--- src/rtl/lc3_mem_arbiter.sv ---
// lc3_mem_arbiter
// Shares one single-ported unified memory between the LC3 fetch stage and the
// memory-access stage. Each access is granted in IDLE, held in ACC_I/ACC_D
// until the memory reports mem_rdy, and finished by one RESP cycle. During
// RESP the matching completion strobe is high.
//
// Optional feature: define LC3_ARB_TIMEOUT_EN to abort accesses that wait
// TIMEOUT_CYCLES access cycles without mem_rdy. An aborted access completes
// with 16'hFFFF and sets the sticky arb_err flag.
//
// Ports
//   clock, reset                     clock, synchronous active-high reset
//   instrmem_rd, pc                  fetch request (level) and address
//   Instr_dout, complete_instr       fetched word (held) and done pulse
//   data_req, Data_rd, Data_addr,
//   Data_din                         data request, direction, address, write data
//   Data_dout, complete_data         read data (reads only) and done pulse
//   mem_en, mem_we, mem_addr,
//   mem_wdata                        memory-side request (all registered)
//   mem_rdata, mem_rdy               memory-side response
//   arb_err                          sticky timeout flag (0 without the feature)
module lc3_mem_arbiter #(
    parameter int MAX_DATA_STREAK = 4,
    parameter int TIMEOUT_CYCLES  = 64
) (
    input  logic        clock,
    input  logic        reset,
    input  logic        instrmem_rd,
    input  logic [15:0] pc,
    output logic [15:0] Instr_dout,
    output logic        complete_instr,
    input  logic        data_req,
    input  logic        Data_rd,
    input  logic [15:0] Data_addr,
    input  logic [15:0] Data_din,
    output logic [15:0] Data_dout,
    output logic        complete_data,
    output logic        mem_en,
    output logic        mem_we,
    output logic [15:0] mem_addr,
    output logic [15:0] mem_wdata,
    input  logic [15:0] mem_rdata,
    input  logic        mem_rdy,
    output logic        arb_err
);

    typedef enum logic [1:0] {IDLE, ACC_I, ACC_D, RESP} state_t;

    state_t      state_q, state_d;
    logic [3:0]  streak_q, streak_d;
    logic        rd_q, rd_d;
    logic        en_q, en_d;
    logic        we_q, we_d;
    logic [15:0] addr_q, addr_d;
    logic [15:0] wdata_q, wdata_d;
    logic [15:0] instr_q, instr_d;
    logic [15:0] data_q, data_d;
    logic        ci_q, ci_d;
    logic        cd_q, cd_d;
    logic        fetch_starved;
`ifdef LC3_ARB_TIMEOUT_EN
    logic [15:0] cnt_q, cnt_d;
    logic        err_q, err_d;
`endif

    // A pending fetch beats data only once data has won MAX_DATA_STREAK times in a row.
    assign fetch_starved = instrmem_rd && (streak_q == 4'(MAX_DATA_STREAK));

    always_comb begin
        state_d  = state_q;
        streak_d = streak_q;
        rd_d     = rd_q;
        en_d     = en_q;
        we_d     = we_q;
        addr_d   = addr_q;
        wdata_d  = wdata_q;
        instr_d  = instr_q;
        data_d   = data_q;
        ci_d     = ci_q;
        cd_d     = cd_q;
`ifdef LC3_ARB_TIMEOUT_EN
        cnt_d    = cnt_q;
        err_d    = err_q;
`endif
        case (state_q)
            IDLE: begin
                ci_d = 1'b0;
                cd_d = 1'b0;
`ifdef LC3_ARB_TIMEOUT_EN
                cnt_d = 16'h0000;
`endif
                if (data_req && !fetch_starved) begin
                    state_d = ACC_D;
                    en_d    = 1'b1;
                    we_d    = !Data_rd;
                    addr_d  = Data_addr;
                    wdata_d = Data_din;
                    rd_d    = Data_rd;
                    // The streak only counts data wins that kept a fetch waiting.
                    if (!instrmem_rd) begin
                        streak_d = 4'h0;
                    end else if (streak_q != 4'hF) begin
                        streak_d = streak_q + 4'h1;
                    end
                end else if (instrmem_rd) begin
                    state_d  = ACC_I;
                    en_d     = 1'b1;
                    we_d     = 1'b0;
                    addr_d   = pc;
                    streak_d = 4'h0;
                end
            end
            ACC_I, ACC_D: begin
                if (mem_rdy) begin
                    if (state_q == ACC_I) begin
                        instr_d = mem_rdata;
                    end else if (rd_q) begin
                        data_d = mem_rdata;
                    end
                    ci_d    = (state_q == ACC_I);
                    cd_d    = (state_q == ACC_D);
                    en_d    = 1'b0;
                    we_d    = 1'b0;
                    state_d = RESP;
                end
`ifdef LC3_ARB_TIMEOUT_EN
                else if (cnt_q == 16'(TIMEOUT_CYCLES - 1)) begin
                    // This is the last allowed access cycle: abort with a poison value.
                    if (state_q == ACC_I) begin
                        instr_d = 16'hFFFF;
                    end else if (rd_q) begin
                        data_d = 16'hFFFF;
                    end
                    ci_d    = (state_q == ACC_I);
                    cd_d    = (state_q == ACC_D);
                    en_d    = 1'b0;
                    we_d    = 1'b0;
                    err_d   = 1'b1;
                    state_d = RESP;
                end else begin
                    cnt_d = cnt_q + 16'h0001;
                end
`endif
            end
            default: begin
                // RESP: completion pulse visible for exactly this cycle.
                ci_d    = 1'b0;
                cd_d    = 1'b0;
                state_d = IDLE;
            end
        endcase
    end

    always_ff @(posedge clock) begin
        if (reset) begin
            state_q  <= IDLE;
            streak_q <= 4'h0;
            rd_q     <= 1'b0;
            en_q     <= 1'b0;
            we_q     <= 1'b0;
            addr_q   <= 16'h0000;
            wdata_q  <= 16'h0000;
            instr_q  <= 16'h0000;
            data_q   <= 16'h0000;
            ci_q     <= 1'b0;
            cd_q     <= 1'b0;
`ifdef LC3_ARB_TIMEOUT_EN
            cnt_q    <= 16'h0000;
            err_q    <= 1'b0;
`endif
        end else begin
            state_q  <= state_d;
            streak_q <= streak_d;
            rd_q     <= rd_d;
            en_q     <= en_d;
            we_q     <= we_d;
            addr_q   <= addr_d;
            wdata_q  <= wdata_d;
            instr_q  <= instr_d;
            data_q   <= data_d;
            ci_q     <= ci_d;
            cd_q     <= cd_d;
`ifdef LC3_ARB_TIMEOUT_EN
            cnt_q    <= cnt_d;
            err_q    <= err_d;
`endif
        end
    end

    assign mem_en         = en_q;
    assign mem_we         = we_q;
    assign mem_addr       = addr_q;
    assign mem_wdata      = wdata_q;
    assign Instr_dout     = instr_q;
    assign Data_dout      = data_q;
    assign complete_instr = ci_q;
    assign complete_data  = cd_q;
`ifdef LC3_ARB_TIMEOUT_EN
    assign arb_err        = err_q;
`else
    assign arb_err        = 1'b0;
`endif

endmodule

--- config.mk ---
export PLATFORM = sky130hd
export DESIGN_NAME = lc3_mem_arbiter
export DESIGN_NICKNAME = d
export VERILOG_FILES = /design/src/rtl/lc3_mem_arbiter.sv
export SDC_FILE = /design/constraint.sdc
export NUM_CORES = 1
export LEC_CHECK = 0
export ABC_AREA = 0
export CAP_MARGIN = 20
export CORE_MARGIN = 2
export CORE_UTILIZATION = 38
export DETAILED_ROUTE_END_ITERATION = 16
export GPL_TIMING_DRIVEN = 0
export PLACE_DENSITY = 0.77
export SETUP_SLACK_MARGIN = 0.5
export SYNTH_ARGS = -nofsm -noshare
export SYNTH_HDL_FRONTEND = slang
export SYNTH_SLANG_ARGS = --single-unit
--- constraint.sdc ---
create_clock -name clock -period 1.7 [get_ports clock]
set_clock_uncertainty 0.2 [all_clocks]
set_input_delay 0.425 -clock clock [delete_from_list [all_inputs] [get_ports clock]]
set_output_delay 0.425 -clock clock [all_outputs]
set_load 0.01 [all_outputs]
# Yosys cells after proc, flatten, opt, wreduce, memory -nomap -nowiden
# Index checks and enable logic that the tools add are counted.
[op_classes]
addsub = 1
multipliers = 0
n_div = 0
magnitude_cmp = 0
n_eq_ne = 7
n_shift = 0
muxes = 17
n_bitwise = 2
reduce_logical = 16
[op_table]
columns = ["cell", "n"]
rows = [
  ["16-bit 2-to-1 mux", 2],
  ["4-bit 2-to-1 mux", 4],
  ["3-bit AND reduction", 3],
  ["2-bit 2-to-1 mux", 3],
  ["2-bit AND reduction", 3],
  ["1-bit 2-to-1 mux", 5],
  ["4-bit by 1-bit adder with 4-bit output (second input constant)", 1],
  ["4-bit by 3-bit equality test with 1-bit output (second input constant)", 1],
  ["4-bit != test (second input constant)", 1],
  ["1-bit one-hot mux with 2 select lines", 2],
  ["2-bit one-hot mux with 2 select lines", 1],
  ["4-bit AND reduction", 1],
  ["2-bit nonzero test", 2],
  ["2-bit OR reduction", 2],
  ["3-bit by 2-bit != test with 1-bit output (second input constant)", 1],
  ["3-bit != test (second input constant)", 1],
  ["2-bit by 1-bit equality test with 1-bit output (second input constant)", 1],
  ["2-bit equality test (second input constant)", 1],
  ["1-bit logical AND", 2],
  ["1-bit logical NOT", 2],
  ["2-bit logical NOT", 1],
  ["2-bit != test (second input constant)", 1],
  ["1-bit NOT", 2],
]
[word_totals]
reg_bits = 75
latchBits = 0
mem_bits_rw = 0
rom_bits = 0
in_bits = 70
output_inout_bits = 69
word_cells = 54
memories = 0

# Longest topological paths before layout
# Gate-level depths: netlist of the first run.
[depth]
ltp_word = 6
ltp_mapped = 8
mapped_depth_nobuf = 5

# Least setup slack after synthesis of the first run
# Ideal clock, no wire load.
[synth_path]
path_kind = "register to register"
startpoint = "reg state_q[0]"
endpoint = "reg data_q[10], in the netlist Data_dout[10]"
setup_ns = 0.070
t_arrival_ns = 1.504
required_ns = 1.430
path_slack_ns = -0.074
path_stages_with_launch = 8
n_path_buf = 2
path_cell_list = "dfxtp_1 inv_1 ha_1 buf_2 nand4b_1 clkbuf_1 nand2_1 a21oi_1"
[synth_via]
elab_chain_cells = 3
word_cells_on_any_way = 5
cone_classes = "2 x eq/ne; 1 x bitwise; 2 x reduce/logical"
[synth_rtl]
columns = ["element", "line", "rtl"]
rows = [
  ["start: declaration", "49", "state_t state_q, state_d;"],
  ["start signal: assignment", "172", "state_q <= state_d;"],
  ["2-bit by 1-bit equality test with 1-bit output or 2-bit equality test (tied branches)", "85, 115", ""],
  ["2-bit OR reduction or 1-bit NOT (tied branches)", "--", ""],
  ["4-bit AND reduction (no source line) (*)", "--", ""],
  ["end signal: assignment", "180", "data_q <= data_d;"],
  ["end: declaration", "57", "logic [15:0] data_q, data_d;"],
]
# Every way passes the cells marked *; elsewhere a longest branch is shown, timed or not.
# A chain may end at the register's enable or synchronous reset.

# Worst setup path after layout of the first run
[layout_path]
startpoint = "reg state_q[0]"
endpoint = "reg we_q, in the netlist mem_we"
[layout_via]
elab_chain_cells = 4
word_cells_on_any_way = 9
cone_classes = "4 x eq/ne; 1 x mux; 4 x reduce/logical"
[layout_rtl]
columns = ["element", "line", "rtl"]
rows = [
  ["2-bit by 1-bit equality test with 1-bit output or 2-bit equality test (tied branches)", "85", "case (state_q)"],
  ["2-bit OR reduction", "85", ""],
  ["2-bit != test (no source line) or 2-bit nonzero test (tied branches)", "--", ""],
  ["3-bit AND reduction (no source line)", "--", ""],
  ["end signal: assignment", "176", "we_q <= we_d;"],
  ["end: declaration", "53", "logic we_q, we_d;"],
]
# Several ways; a longest one is shown, not always the timed one.

==> flow_summary.ini, run 1 <==
[setup_path]
rrSetupSlack_ns = -0.05
cp-start-kind = flip-flop
endpoint_kind = flip-flop
required_ns = 1.78
r2r_end = mem_we
path_class = flip-flop to flip-flop
worst-path-max-fanout = 6
cp.arrival_ns = 1.84
ff2ff_path_depth = 8
worstReg2RegStart = state_q[0]

[global_route]
grt_util_all_layers_pct = 24.3
grt_pass1_vias = 3681
antenna_found_initial = 0
gr-total-overflow = 0
grt_pass1_wl_um = 17300
grt_max_degree = 16

[sta]
maxSlewViolCount = 0
fin_crit_ns = 1.75
fin_crit_sh_pct = 103
hold_viol = 0
layout_setup_ws_ns = -0.0545
hold_ws_ns = 0.257
setup_viol = 14
rsz0062_at_grt = true
fmax_mhz = 570
fin_tns_setup_ns = -0.296

[place]
dpl_cell_area_um2 = 4820
dp_hpwl_um = 6990
pre_cts_slack_ns = -0.600
gp_congestion = 0.775
portBuffers = 134

[worst_hold_path]
worst_hold_startpoint = Instr_dout[8]
hold_depth = 2
hp-class = flip-flop to flip-flop
hold_path_end = Instr_dout[8]

[logic_synthesis]
ys_ff_latch = 75
syn_inst = 387
synth_cell_types = 34
yosys-top-cells-area = dfxtp_1 (48%), a21oi_1 (8.7%), nand2_1 (7.7%), nand3_1 (5.7%), a311oi_1 (4.7%)
syn_area_per_cell_um2 = 8.14
yosysWarnings = 0
yosys.area.top_type_share_pct = 47.6
ys_seq_area_share_pct = 47.6
syn_area_um2 = 3150
synth_nets = 463
synth_area_leader_cell = dfxtp_1

[floorplanning]
initial_core_util_pct = 38.7
placementRows = 33
dieArea_um2 = 9040
core_um2 = 8130
die_w_um = 95.1
fp.dieH_um = 95.1
io-pin-count = 139

[final_layout]
stdcell_area_um2 = 6390
layout.nets = 671
antenna_cells = 0
drive_above_1_share_pct = 58.2
num-fill-cells = 477
regArea_um2 = 1600
final_cell_mix = buf_6 (89), dfxtp_2 (71), clkdlybuf4s50_1 (65), nand2_1 (49), buf_4 (44)
layout_commonest_cell = buf_6
postLayoutCoreUtil_pct = 78.5
multiInputGateArea_um2 = 1920
syn_to_final_growth_pct = 103

[drt]
dr_total_vias = 3817
routedWlPerCell_um = 17.9
initialDrtViolationCount = 156
firstDrtPassIters = 4
wirelength_um = 12600
ant_nets = 0
drc_errors = 0
viasPerCell = 5.41

[clock_tree]
cts.clk_slew.worst_paths_ns = 0.09
worstSkewPairLatency_ns = 0.36
cts.sink_count = 75
clock-root-buffer = clkbuf_8
cts_tree = done
htreeDepth = 3
cts_buffers = 9
cts_hold_buf = 0
clockBufferDepth = 2

[job]
drv_cap = 0

[pwr]
p_per_area_nw_per_um2 = 1250
irDropWorstVdd_uv = 700
p_leak_nw = 2.54

[run_status]
status = finished with violations
failed_checks = setup timing
## layer usage
metal / vias up / part of all wire (%) / GRT usage, %
li1: 1782 / - / -
met1: 1841 / 40 / 29.9
met3: 36 / 6.8 / 5.61
met2: 158 / 50 / 42.0
met5: - / 0 / 0
met4: 0 / 2.7 / 7.61
## worst max path at each step
stage,startpoint,to,slack [ns],cells past startpoint
2_1_floorplan,state_q[0],state_q[1],0.05,6
3_3_place_gp,reset,mem_wdata[8],-0.58,4
3_5_place_dp,reset,mem_wdata[12],-0.60,4
4_1_cts,state_q[1],state_q[1],0.01,6
5_1_grt,state_q[1],Data_dout[7],-0.12,8
6_report,state_q[0],mem_we,-0.05,8
## flip-flops by register name, indices dropped and copies added, names as in the netlist
name	count
complete_instr	1
Instr_dout	16
mem_addr	16
mem_wdata	16
Data_dout	16
complete_data	1
state_q	2
mem_en	1
rd_q	1
mem_we	1
streak_q	4
## kinds of logic (layout without fill, tap and decap cells)
group	Yosys count	count (layout)	synth area share [%]
fa+ha+maj	6	6	2.38
flops	75	75	47.6
buf+inv	41	254	6.07
mux	4	4	1.27
compound gates	116	116	20.9
other cells	1	1	0.119
simple gates	144	144	21.6
## cells in the mapped netlist, drive strengths merged
master,n
dfxtp,75
nand2,66
a21oi,55
o21ai,39
nand3,36
buf,20
nor2,20
a311oi,17
clkbuf,16
ha,6
inv,5
nand2b,5
mux2i,4
nand4b,4
and2,3
a31oi,2
and4b,2
nor2b,2
a2111o,1
and4,1
conb,1
nand3b,1
nand4,1
nor3b,1
o21a,1
o32ai,1
or4,1
or4b,1
## final cells by class
cell class,instances,area share [%]
clock buffer,9,1.94
buffer,36,6.47
tap,105,2.06
multi-input combinational,271,30.0
inverter,5,0.372
timing repair buffer,197,32.4
clock inverter,7,1.68
sequential,75,25.1
## power by group
part	switching [mW]	internal, mW	leakage, nW
sequential	0.243	2.13	0.645
combinational	1.70	2.30	1.78
clock	0.772	0.858	0.114
## critical path, stage by stage, from the launching register on
cell,delay [ns]
dfxtp_2,0.34
inv_2,0.08
ha_4,0.14
buf_6,0.11
o21a_1,0.15
buf_6,0.18
buf_8,0.15
nand4b_1,0.16
a21oi_2,0.16
## metrics by stage
stage | cells | total power, mW
2_1_floorplan | 387 | 3.63
3_3_place_gp | 626 | 4.57
3_5_place_dp | 626 | 4.62
4_1_cts | 687 | 7.30
5_1_grt | 705 | 8.36
6_report | 705 | 8.01
## timing repair
action	4_1_cts	5_1_grt
pin swaps	37	37
resized for setup	487	90
endpoints found under the hold margin	0	0
gates cloned	8	2
setup buffers	37	16
endpoints found under the setup margin	143	143
No activity file was read; power rests on OpenSTA's default activity.
==> inputs of run 2 (changes only) <==
--- a/config.mk
+++ b/config.mk
@@ -12,6 +12,7 @@
 export DETAILED_ROUTE_END_ITERATION = 16
 export GPL_TIMING_DRIVEN = 0
 export PLACE_DENSITY = 0.77
+export RECOVER_POWER = 50
 export SETUP_SLACK_MARGIN = 0.5
 export SYNTH_ARGS = -nofsm -noshare
 export SYNTH_HDL_FRONTEND = slang
==> results of run 2 <==
Same layout as run 1: the final DEF is identical, and so are final timing and power.
